$ cat src/rtl/scs8hd_dlxbn_rf_if.sv
// Request/response bundle for the latch register file.
// Signal names follow the original cell's pin names.
interface scs8hd_dlxbn_rf_if #(
   parameter int WIDTH = 8,
   parameter int DEPTH = 4,
   parameter int AW    = 2
);
   logic             WE;
   logic [AW-1:0]    WADDR;
   logic [WIDTH-1:0] D;
   logic             RE;
   logic [AW-1:0]    RADDR;
   logic [WIDTH-1:0] Q;
   logic [WIDTH-1:0] QN;
   logic             RVALID;
   logic [DEPTH-1:0] VLD;

   modport master (output WE, WADDR, D, RE, RADDR, input Q, QN, RVALID, VLD);
   modport slave  (input WE, WADDR, D, RE, RADDR, output Q, QN, RVALID, VLD);
endinterface

$ cat src/rtl/scs8hd_dlxbn_rf.sv
// WIDTH x DEPTH register file built from transparent-low latches, with a
// flopped write staging stage and a registered read port.
module scs8hd_dlxbn_rf_cell #(
   parameter int WIDTH = 8
) (
   input  logic             gaten,
   input  logic [WIDTH-1:0] d,
   output logic [WIDTH-1:0] q
);
   always_latch begin
      if (!gaten) q <= d;
   end
endmodule

module scs8hd_dlxbn_rf #(
   parameter int WIDTH     = 8,
   parameter int DEPTH     = 4,
   parameter int AW        = 2,
   parameter bit RD_BYPASS = 1'b1
) (
   input logic                 CLK,
   input logic                 RESETB,
   scs8hd_dlxbn_rf_if.slave    bus
);
   localparam logic [AW:0] DEPTH_W = (AW+1)'(DEPTH);

   logic [DEPTH-1:0]            wsel_d, wsel_q, vld_q, gaten;
   logic [WIDTH-1:0]            wdata_q, q_q, q_d, rd_data;
   logic                        rvalid_q, w_ok, r_ok;
   logic [DEPTH-1:0][WIDTH-1:0] mem;

   assign w_ok = bus.WE && ({1'b0, bus.WADDR} < DEPTH_W);
   assign r_ok = {1'b0, bus.RADDR} < DEPTH_W;

   always_comb begin
      wsel_d  = '0;
      rd_data = '0;
      for (int e = 0; e < DEPTH; e++) begin
         if (w_ok && bus.WADDR == AW'(e)) wsel_d[e] = 1'b1;
         if (bus.RADDR == AW'(e) && vld_q[e]) rd_data = mem[e];
      end
   end

   // Write-first only applies when the same-edge write is actually accepted.
   always_comb begin
      q_d = q_q;
      if (bus.RE) begin
         if (!r_ok)
            q_d = '0;
         else if (RD_BYPASS && w_ok && bus.WADDR == bus.RADDR)
            q_d = bus.D;
         else
            q_d = rd_data;
      end
   end

   always_ff @(posedge CLK or negedge RESETB) begin
      if (!RESETB) begin
         wsel_q   <= '0;
         wdata_q  <= '0;
         vld_q    <= '0;
         q_q      <= '0;
         rvalid_q <= 1'b0;
      end else begin
         wsel_q   <= wsel_d;
         if (w_ok) wdata_q <= bus.D;
         vld_q    <= vld_q | wsel_d;
         q_q      <= q_d;
         rvalid_q <= bus.RE;
      end
   end

   // Gate opens only in the low phase after a staged write; select is a flop
   // output so the gate cannot glitch, and reset slams every gate shut.
   assign gaten = {DEPTH{CLK}} | ~wsel_q | {DEPTH{~RESETB}};

   for (genvar e = 0; e < DEPTH; e++) begin : g_entry
      scs8hd_dlxbn_rf_cell #(.WIDTH(WIDTH)) u_cell (
         .gaten (gaten[e]),
         .d     (wdata_q),
         .q     (mem[e])
      );
   end

   assign bus.Q      = q_q;
   assign bus.QN     = ~q_q;
   assign bus.RVALID = rvalid_q;
   assign bus.VLD    = vld_q;
endmodule

$ cat src/flat_wrapper.sv
// flat-port wrapper written by rule: the top's interface ports become plain ports
module scs8hd_dlxbn_rf_flat 
#(
   parameter int WIDTH     = 8,
   parameter int DEPTH     = 4,
   parameter int AW        = 2,
   parameter bit RD_BYPASS = 1'b1
)
  (CLK, RESETB, bus_WE, bus_WADDR, bus_D, bus_RE, bus_RADDR, bus_Q, bus_QN, bus_RVALID, bus_VLD);
  scs8hd_dlxbn_rf_if #(.WIDTH(WIDTH), .DEPTH(DEPTH), .AW(AW)) bus_i ();
  input logic CLK;
  input logic RESETB;
  input wire logic [$bits(bus_i.WE)-1:0] bus_WE;
  input wire logic [$bits(bus_i.WADDR)-1:0] bus_WADDR;
  input wire logic [$bits(bus_i.D)-1:0] bus_D;
  input wire logic [$bits(bus_i.RE)-1:0] bus_RE;
  input wire logic [$bits(bus_i.RADDR)-1:0] bus_RADDR;
  output wire logic [$bits(bus_i.Q)-1:0] bus_Q;
  output wire logic [$bits(bus_i.QN)-1:0] bus_QN;
  output wire logic [$bits(bus_i.RVALID)-1:0] bus_RVALID;
  output wire logic [$bits(bus_i.VLD)-1:0] bus_VLD;
  assign bus_i.WE = bus_WE;
  assign bus_i.WADDR = bus_WADDR;
  assign bus_i.D = bus_D;
  assign bus_i.RE = bus_RE;
  assign bus_i.RADDR = bus_RADDR;
  assign bus_Q = bus_i.Q;
  assign bus_QN = bus_i.QN;
  assign bus_RVALID = bus_i.RVALID;
  assign bus_VLD = bus_i.VLD;
  scs8hd_dlxbn_rf #(.WIDTH(WIDTH), .DEPTH(DEPTH), .AW(AW), .RD_BYPASS(RD_BYPASS)) u_core (.CLK(CLK), .RESETB(RESETB), .bus(bus_i));
endmodule
$ cat config.mk
export PLATFORM = sky130hd
export DESIGN_NAME = scs8hd_dlxbn_rf_flat
export DESIGN_NICKNAME = d
export VERILOG_FILES = /design/src/rtl/scs8hd_dlxbn_rf_if.sv /design/src/rtl/scs8hd_dlxbn_rf.sv /design/src/flat_wrapper.sv
export SDC_FILE = /design/constraint.sdc
export NUM_CORES = 1
export LEC_CHECK = 0
export BUFFER_PORTS_ARGS = -buffer_cell sky130_fd_sc_hd__buf_2
export CORE_ASPECT_RATIO = 1.2
export CORE_UTILIZATION = 55
export CTS_CLUSTER_SIZE = 30
export DETAILED_ROUTE_END_ITERATION = 7
export PLACE_DENSITY = 0.8
export SLEW_MARGIN = 5
export SYNTH_ARGS = -nofsm -noshare
export SYNTH_HDL_FRONTEND = slang
export SYNTH_SLANG_ARGS = --single-unit
$ cat constraint.sdc
create_clock -name CLK -period 2 [get_ports CLK]
set_clock_uncertainty 0.1 [all_clocks]
set_input_delay 0.4 -clock CLK [delete_from_list [all_inputs] [get_ports CLK]]
set_output_delay 0.4 -clock CLK [all_outputs]
set_load 0.02 [all_outputs]
==> impl_results.md, run 1 <==
* Drt wl/cell at 18.2 microns
* DR DRC count at 0
* Placer Congestion at 0.800
* Setup slack after layout at -0.317 ns
* Final slew viol count at 0
* Final Cell Area at 2300 sq um
* CTS tree: yes
* Total grt overflow at 0
* 1st-iter DRT viols at 123
* Layout cells sized above 1 at 0.363
* Yosys warns at 0
* Vias in the first global route at 1661
* Post-Route WL at 4910 microns
* Syn nets at 176
* Final setup vio count at 8
* I/O pins at 37
* Pwr Density at 707 nW/um^2
* Largest stage delay on the critical path at 0.39 ns
* MaxCap Viol Count at 0
* Site Rows at 22
* Detailed Place HPWL at 2620 microns
* CP arrival at 2.92 ns
* Top cell type's share of synthesized area at 0.359
* Crit. path cell count at 3
* Initial antenna violation count at 0
* Slowest-stage cell, CP: dlxtn_1
* Die Wd at 53.4 microns
* Antenna-violating nets left at 0
* Input/output buffers at 36
* TritonRoute pass-1 iters at 5
* Inserted Diodes at 0
* Post-synthesis cell type count at 24
* Worst ir drop on vdd at 0.511 mV
* Full die area at 3390 sq um
* Crit path max fanout at 1
* Fin util at 0.759
* Synth-to-Final Area Change at 32.1%
* Largest cells by area after synthesis: dfrtp_1, dlxtn_1, nand2_1
* Starting Density at 0.575
* Fin cells at 270
* Synth Area per Inst at 10.9 sq um
* #FFs+latches synth at 57
* Dominant synthesized flop cell: dlxtn_1
* Cell area after synthesis at 1740 sq um
* Worst path cell trace: o21ai_0 -> a32o_1 -> a31oi_1
* RSZ-0062 raised after global routing: true
* Clock latency at the later pin of the worst-skew pair at 1.03 ns
* Hold crit path type: in2async
* Synth cell count leaders: dlxtn_1, nand2_1, dfrtp_1
* Critical path's top delay family: compound AO/OA/AOI/OAI gates
* Final Hold Fails at 0
* Worst path required time at 2.60 ns
* Critical path class: latch2reg
* Via/cell ratio at 5.83
* Failing checks: setup timing
* Status: finished, violations left
* Largest net degree at the start of global routing at 26
* EDFF count, synth at 0
* CP startpoint kind: latch
* P_leak at 0.00109 uW
* Core area at 3030 sq um
* DIE HEIGHT at 63.6 microns
* Dpl cells at 229
* Fin nets at 251
* Async SR Flop Fraction at 0.439
* Most common cell in the netlist: dlxtn_1
* Dominant cell type by area after synthesis: dfrtp_1
* Routed via count at 1573
* Worst slew pin tran at 0.533 ns
* First-pass GRT wire length at 7420 microns
* Critical Path Sink Type: register
* Synthesized instance count at 160
* WP buf/inv at 0
* Slew headroom at 0.644
* GRT Total Usage at 0.337
* Reg2Reg Depth at 3
* WHS at 0.0360 ns
* Clock-pin slew on the worst setup and hold paths at 0.15 ns
* Dpl cell area at 1940 sq um
sequential cells by signal, summed over array words and instances (netlist names):
name                     flops
u_core.bus.VLD               4
u_core.bus.RVALID            1
u_core.wdata_q               8
u_core.bus.Q                 8
u_core.wsel_q                4
u_core.g_entry.u_cell.q     32
cell type report:
| class | count | area, sq um |
|---|---|---|
| sequential | 57 | 1110 |
| fill | 206 | 729 |
| multi-input combinational | 89 | 563 |
| timing repair buffer | 54 | 358 |
| clock buffer | 25 | 184 |
| tap | 36 | 45.0 |
| inverter | 9 | 33.8 |
routing by layer:
| metal | vias to the layer above | wire [microns] | global-route usage |
|---|---|---|---|
| li1 | 705 | - | - |
| met3 | 28 | 504 | 0.152 |
| met1 | 723 | 1760 | 0.366 |
| met4 | 0 | 174 | 0.329 |
| met5 | - | 0 | 0 |
| met2 | 117 | 2470 | 0.459 |
per-stage QoR:
stage	total power [uW]	setup TNS (ns)	worst slack [ns]
floorplan	941	0	0.0299
global placement	1050	-0.0251	-0.0129
detailed placement	1070	-0.176	-0.0382
CTS	1610	-2.18	-0.305
global route	1710	-2.29	-0.312
finish	1630	-2.19	-0.317
cells in the final DEF (no fill, tap or decap), types with 9 or more instances in the layout:
cell type      instances
buf_2                 34
inv_1                  9
dfrtp_1               25
dlxtn_1               25
dlygate4sd3_1         15
clkbuf_4              24
nand2_1               31
where the power goes:
part / total [uW] / internal [uW] / switching, uW / leakage, uW
Sequential: 729 / 666 / 62.7 / 0.000548
Combinational: 357 / 148 / 208 / 0.000429
Clock: 540 / 272 / 268 / 0.000112
Total: 1630 / 1090 / 539 / 0.00109
path summary, 6_finish.rpt:
path	from	endpoint	slack [ns]
setup reg to reg	u_core.g_entry[2].u_cell.q[7]	u_core.bus.Q[7]	-0.32
max in group gated	RESETB	clock gate	0.09
min in group CLK	bus_RADDR[1]	u_core.bus.Q[3]	0.06
max in group asynchronous	RESETB	u_core.bus.VLD[1]	1.51
setup / recovery	u_core.g_entry[2].u_cell.q[7]	u_core.bus.Q[7]	-0.32
min in group gated	u_core.wsel_q[0]	clock gate	2.50
hold / removal	RESETB	u_core.bus.Q[4]	0.04
hold reg to reg	u_core.wdata_q[5]	u_core.g_entry[2].u_cell.q[5]	0.30
worst register-to-register path: stages, from the launching register on:
cell	delay (ns)
dlxtn_1	0.39
o21ai_0	0.10
a32o_1	0.24
a31oi_1	0.17
cells by family (layout without fill, tap and decap cells):
kind of cell / after synthesis / after routing / share of synthesized area
AOI/OAI and AO/OA: 33 / 33 / 0.134
xor gates and xnor gates: 2 / 2 / 0.0101
buffers and inverters: 14 / 88 / 0.0410
DFF: 25 / 25 / 0.359
latches: 32 / 32 / 0.276
muxes: 8 / 8 / 0.0518
and+or+nand+nor: 46 / 46 / 0.128
repair_timing:
item | 4_1_cts | 5_1_grt
gates resized for setup | 2 | 9
setup buffers | 0 | 1
pin swaps | 13 | 6
hold buffers | 15 | 0
endpoints found under the hold margin | 49 | 0
setup endpoints to repair | 8 | 10
Power figures use the tool's default switching activity.
==> inputs of run 2 (changes only) <==
==> constraint.sdc (replaced) <==
create_clock -name CLK -period 2.8 [get_ports CLK]
set_clock_uncertainty 0.1 [all_clocks]
set_input_delay 0.56 -clock CLK [delete_from_list [all_inputs] [get_ports CLK]]
set_output_delay 0.56 -clock CLK [all_outputs]
set_load 0.02 [all_outputs]
==> impl_results.md, run 2 (synthesis gave the netlist of run 1 again) <==
* Reg2Reg Depth at 3 (unchanged)
* Vias in the first global route at 1587 (was 1661)
* Fin nets at 247 (was 251)
* I/O pins at 37 (unchanged)
* MaxCap Viol Count at 0 (unchanged)
* Layout fillers at 217 (was 206)
* CP startpoint kind: latch (unchanged)
* Starting Density at 0.575 (unchanged)
* Fin cells at 266 (was 270)
* P_leak at 0.00107 uW (was 0.00109 uW)
* Routed via count at 1524 (was 1573)
* Inserted Diodes at 0 (unchanged)
* Hold crit path type: in2reg (was in2async)
* Worst slew pin tran at 0.608 ns (was 0.533 ns)
* CTS tree: yes (unchanged)
* Final setup vio count at 0 (was 8)
* Post-Route WL at 4700 microns (was 4910 microns)
* 1st-iter DRT viols at 101 (was 123)
* Reg-to-reg startpoint: u_core.g_entry[1].u_cell.q[7] (was u_core.g_entry[2].u_cell.q[7])
* DR DRC count at 0 (unchanged)
* TNS Setup at 0 ns (was -2.19 ns)
* Final slew viol count at 0 (unchanged)
* Reg with most FFs: u_core.g_entry.u_cell.q (unchanged)
* GRT Total Usage at 0.336 (was 0.337)
* Die Wd at 53.4 microns (unchanged)
* Max reg flops at 32 (unchanged)
* Final Hold Fails at 0 (unchanged)
* Critical path class: latch2reg (unchanged)
* Hold Crit Start: bus_WE
* Dpl cells at 228 (was 229)
* Initial antenna violation count at 0 (unchanged)
* Setup slack after layout at 0.113 ns (was -0.317 ns)
* Full die area at 3390 sq um (unchanged)
* Commonest non-fill, non-tap cell in the layout: buf_2 (unchanged)
* Crit path max fanout at 1 (unchanged)
* Placer Congestion at 0.805 (was 0.800)
* Reg2reg end: u_core.bus.Q[7] (unchanged)
* Critical Path Sink Type: register (unchanged)
* CP arrival at 3.32 ns (was 2.92 ns)
* Core area at 3030 sq um (unchanged)
* Cells on Worst Hold Path at 3
* Site Rows at 22 (unchanged)
* Total Power at 1140 uW (was 1630 uW)
* DIE HEIGHT at 63.6 microns (unchanged)
* Reg2reg setup slack at 0.11 ns (was -0.32 ns)
* Gates resized, CTS repair at 0 (was 2)
* Status: finished, final reports clean (was finished, violations left)
* Total grt overflow at 0 (unchanged)
* Clock-pin slew on the worst setup and hold paths at 0.14 ns (was 0.15 ns)
* Detailed Place HPWL at 2600 microns (was 2620 microns)
* Largest net degree at the start of global routing at 26 (unchanged)
* Clock latency at the later pin of the worst-skew pair at 0.95 ns (was 1.03 ns)
* Worst path required time at 3.44 ns (was 2.60 ns)
* Post-place setup slack at 0.357 ns (was -0.0382 ns)
* WHS Endpoint: u_core.wsel_q[1]
* Fin util at 0.743 (was 0.759)
* RSZ-0062 raised after global routing: false (was true)
* Via/cell ratio at 5.73 (was 5.83)
* Pwr Density at 507 nW/um^2 (was 707 nW/um^2)
* Worst ir drop on vdd at 0.453 mV (was 0.511 mV)
* Antenna-violating nets left at 0 (unchanged)
* Slew headroom at 0.593 (was 0.644)
* Drt wl/cell at 17.7 microns (was 18.2 microns)
* Layout cells sized above 1 at 0.330 (was 0.363)
* Input/output buffers at 36 (unchanged)
* TritonRoute pass-1 iters at 5 (unchanged)
* Synth-to-Final Area Change at 29.3% (was 32.1%)
* First-pass GRT wire length at 7440 microns (was 7420 microns)
* Most frequent cells in the layout: buf_2, dlxtn_1, nand2_1, dfrtp_1, clkbuf_4 (was buf_2, nand2_1, dfrtp_1, dlxtn_1, clkbuf_4)
-- run 2: through the flow --
step / hold WS, ns / area, sq um
floorplan: 0.164 / 1740
global placement: 0.368 / 1940
detailed placement: 0.380 / 1940
CTS: 0.0311 / 2250
global route: 0.0402 / 2250
finish: 0.0500 / 2250
-- run 2: routing by layer --
| metal | share of wire | vias up | track usage |
|---|---|---|---|
| li1 | - | 695 | - |
| met2 | 0.50 | 97 | 0.509 |
| met1 | 0.38 | 715 | 0.375 |
| met4 | 0.032 | 0 | 0.283 |
| met5 | 0 | - | 0 |
| met3 | 0.085 | 17 | 0.0918 |
-- run 2: what timing repair did --
| item | 4_1_cts | 5_1_grt |
|---|---|---|
| endpoints found under the hold margin | 46 | 0 |
| buffers inserted | 0 | 0 |
| hold buffers | 13 | 0 |
-- run 2: worst max-delay path, cell delays in order, from the launching register on --
cell     delay [ns]
dlxtn_1        0.40
nand2_1        0.08
a32o_1         0.31
a31oi_1        0.19
-- run 2: worst max path at each step --
stage / start / endpoint / cells after the start / slack, ns
final: u_core.g_entry[1].u_cell.q[7] / u_core.bus.Q[7] / 3 / 0.11
after global routing: u_core.g_entry[2].u_cell.q[0] / u_core.bus.Q[0] / 3 / 0.05
after CTS: u_core.g_entry[1].u_cell.q[7] / u_core.bus.Q[7] / 3 / 0.13
after detailed placement: u_core.g_entry[0].u_cell.q[7] / u_core.bus.Q[7] / 3 / 0.36
after global placement: u_core.g_entry[1].u_cell.q[2] / u_core.bus.Q[2] / 3 / 0.39
after floorplan: u_core.g_entry[0].u_cell.q[0] / u_core.bus.Q[0] / 3 / 0.43
-- run 2: final cells by class --
class,count,area [sq um],area share
Clock buffer,25,184,0.0818
Inverter,9,33.8,0.0150
Multi-Input combinational cell,89,563,0.250
Sequential cell,57,1110,0.492
Tap cell,36,45.0,0.0200
Timing Repair Buffer,50,318,0.141
-- run 2: power by group --
part / total (uW) / leakage, uW / internal, uW / switching [uW]
clock network: 380 / 0.000112 / 194 / 186
logic: 244 / 0.000407 / 97.4 / 147
registers: 516 / 0.000547 / 474 / 42.7
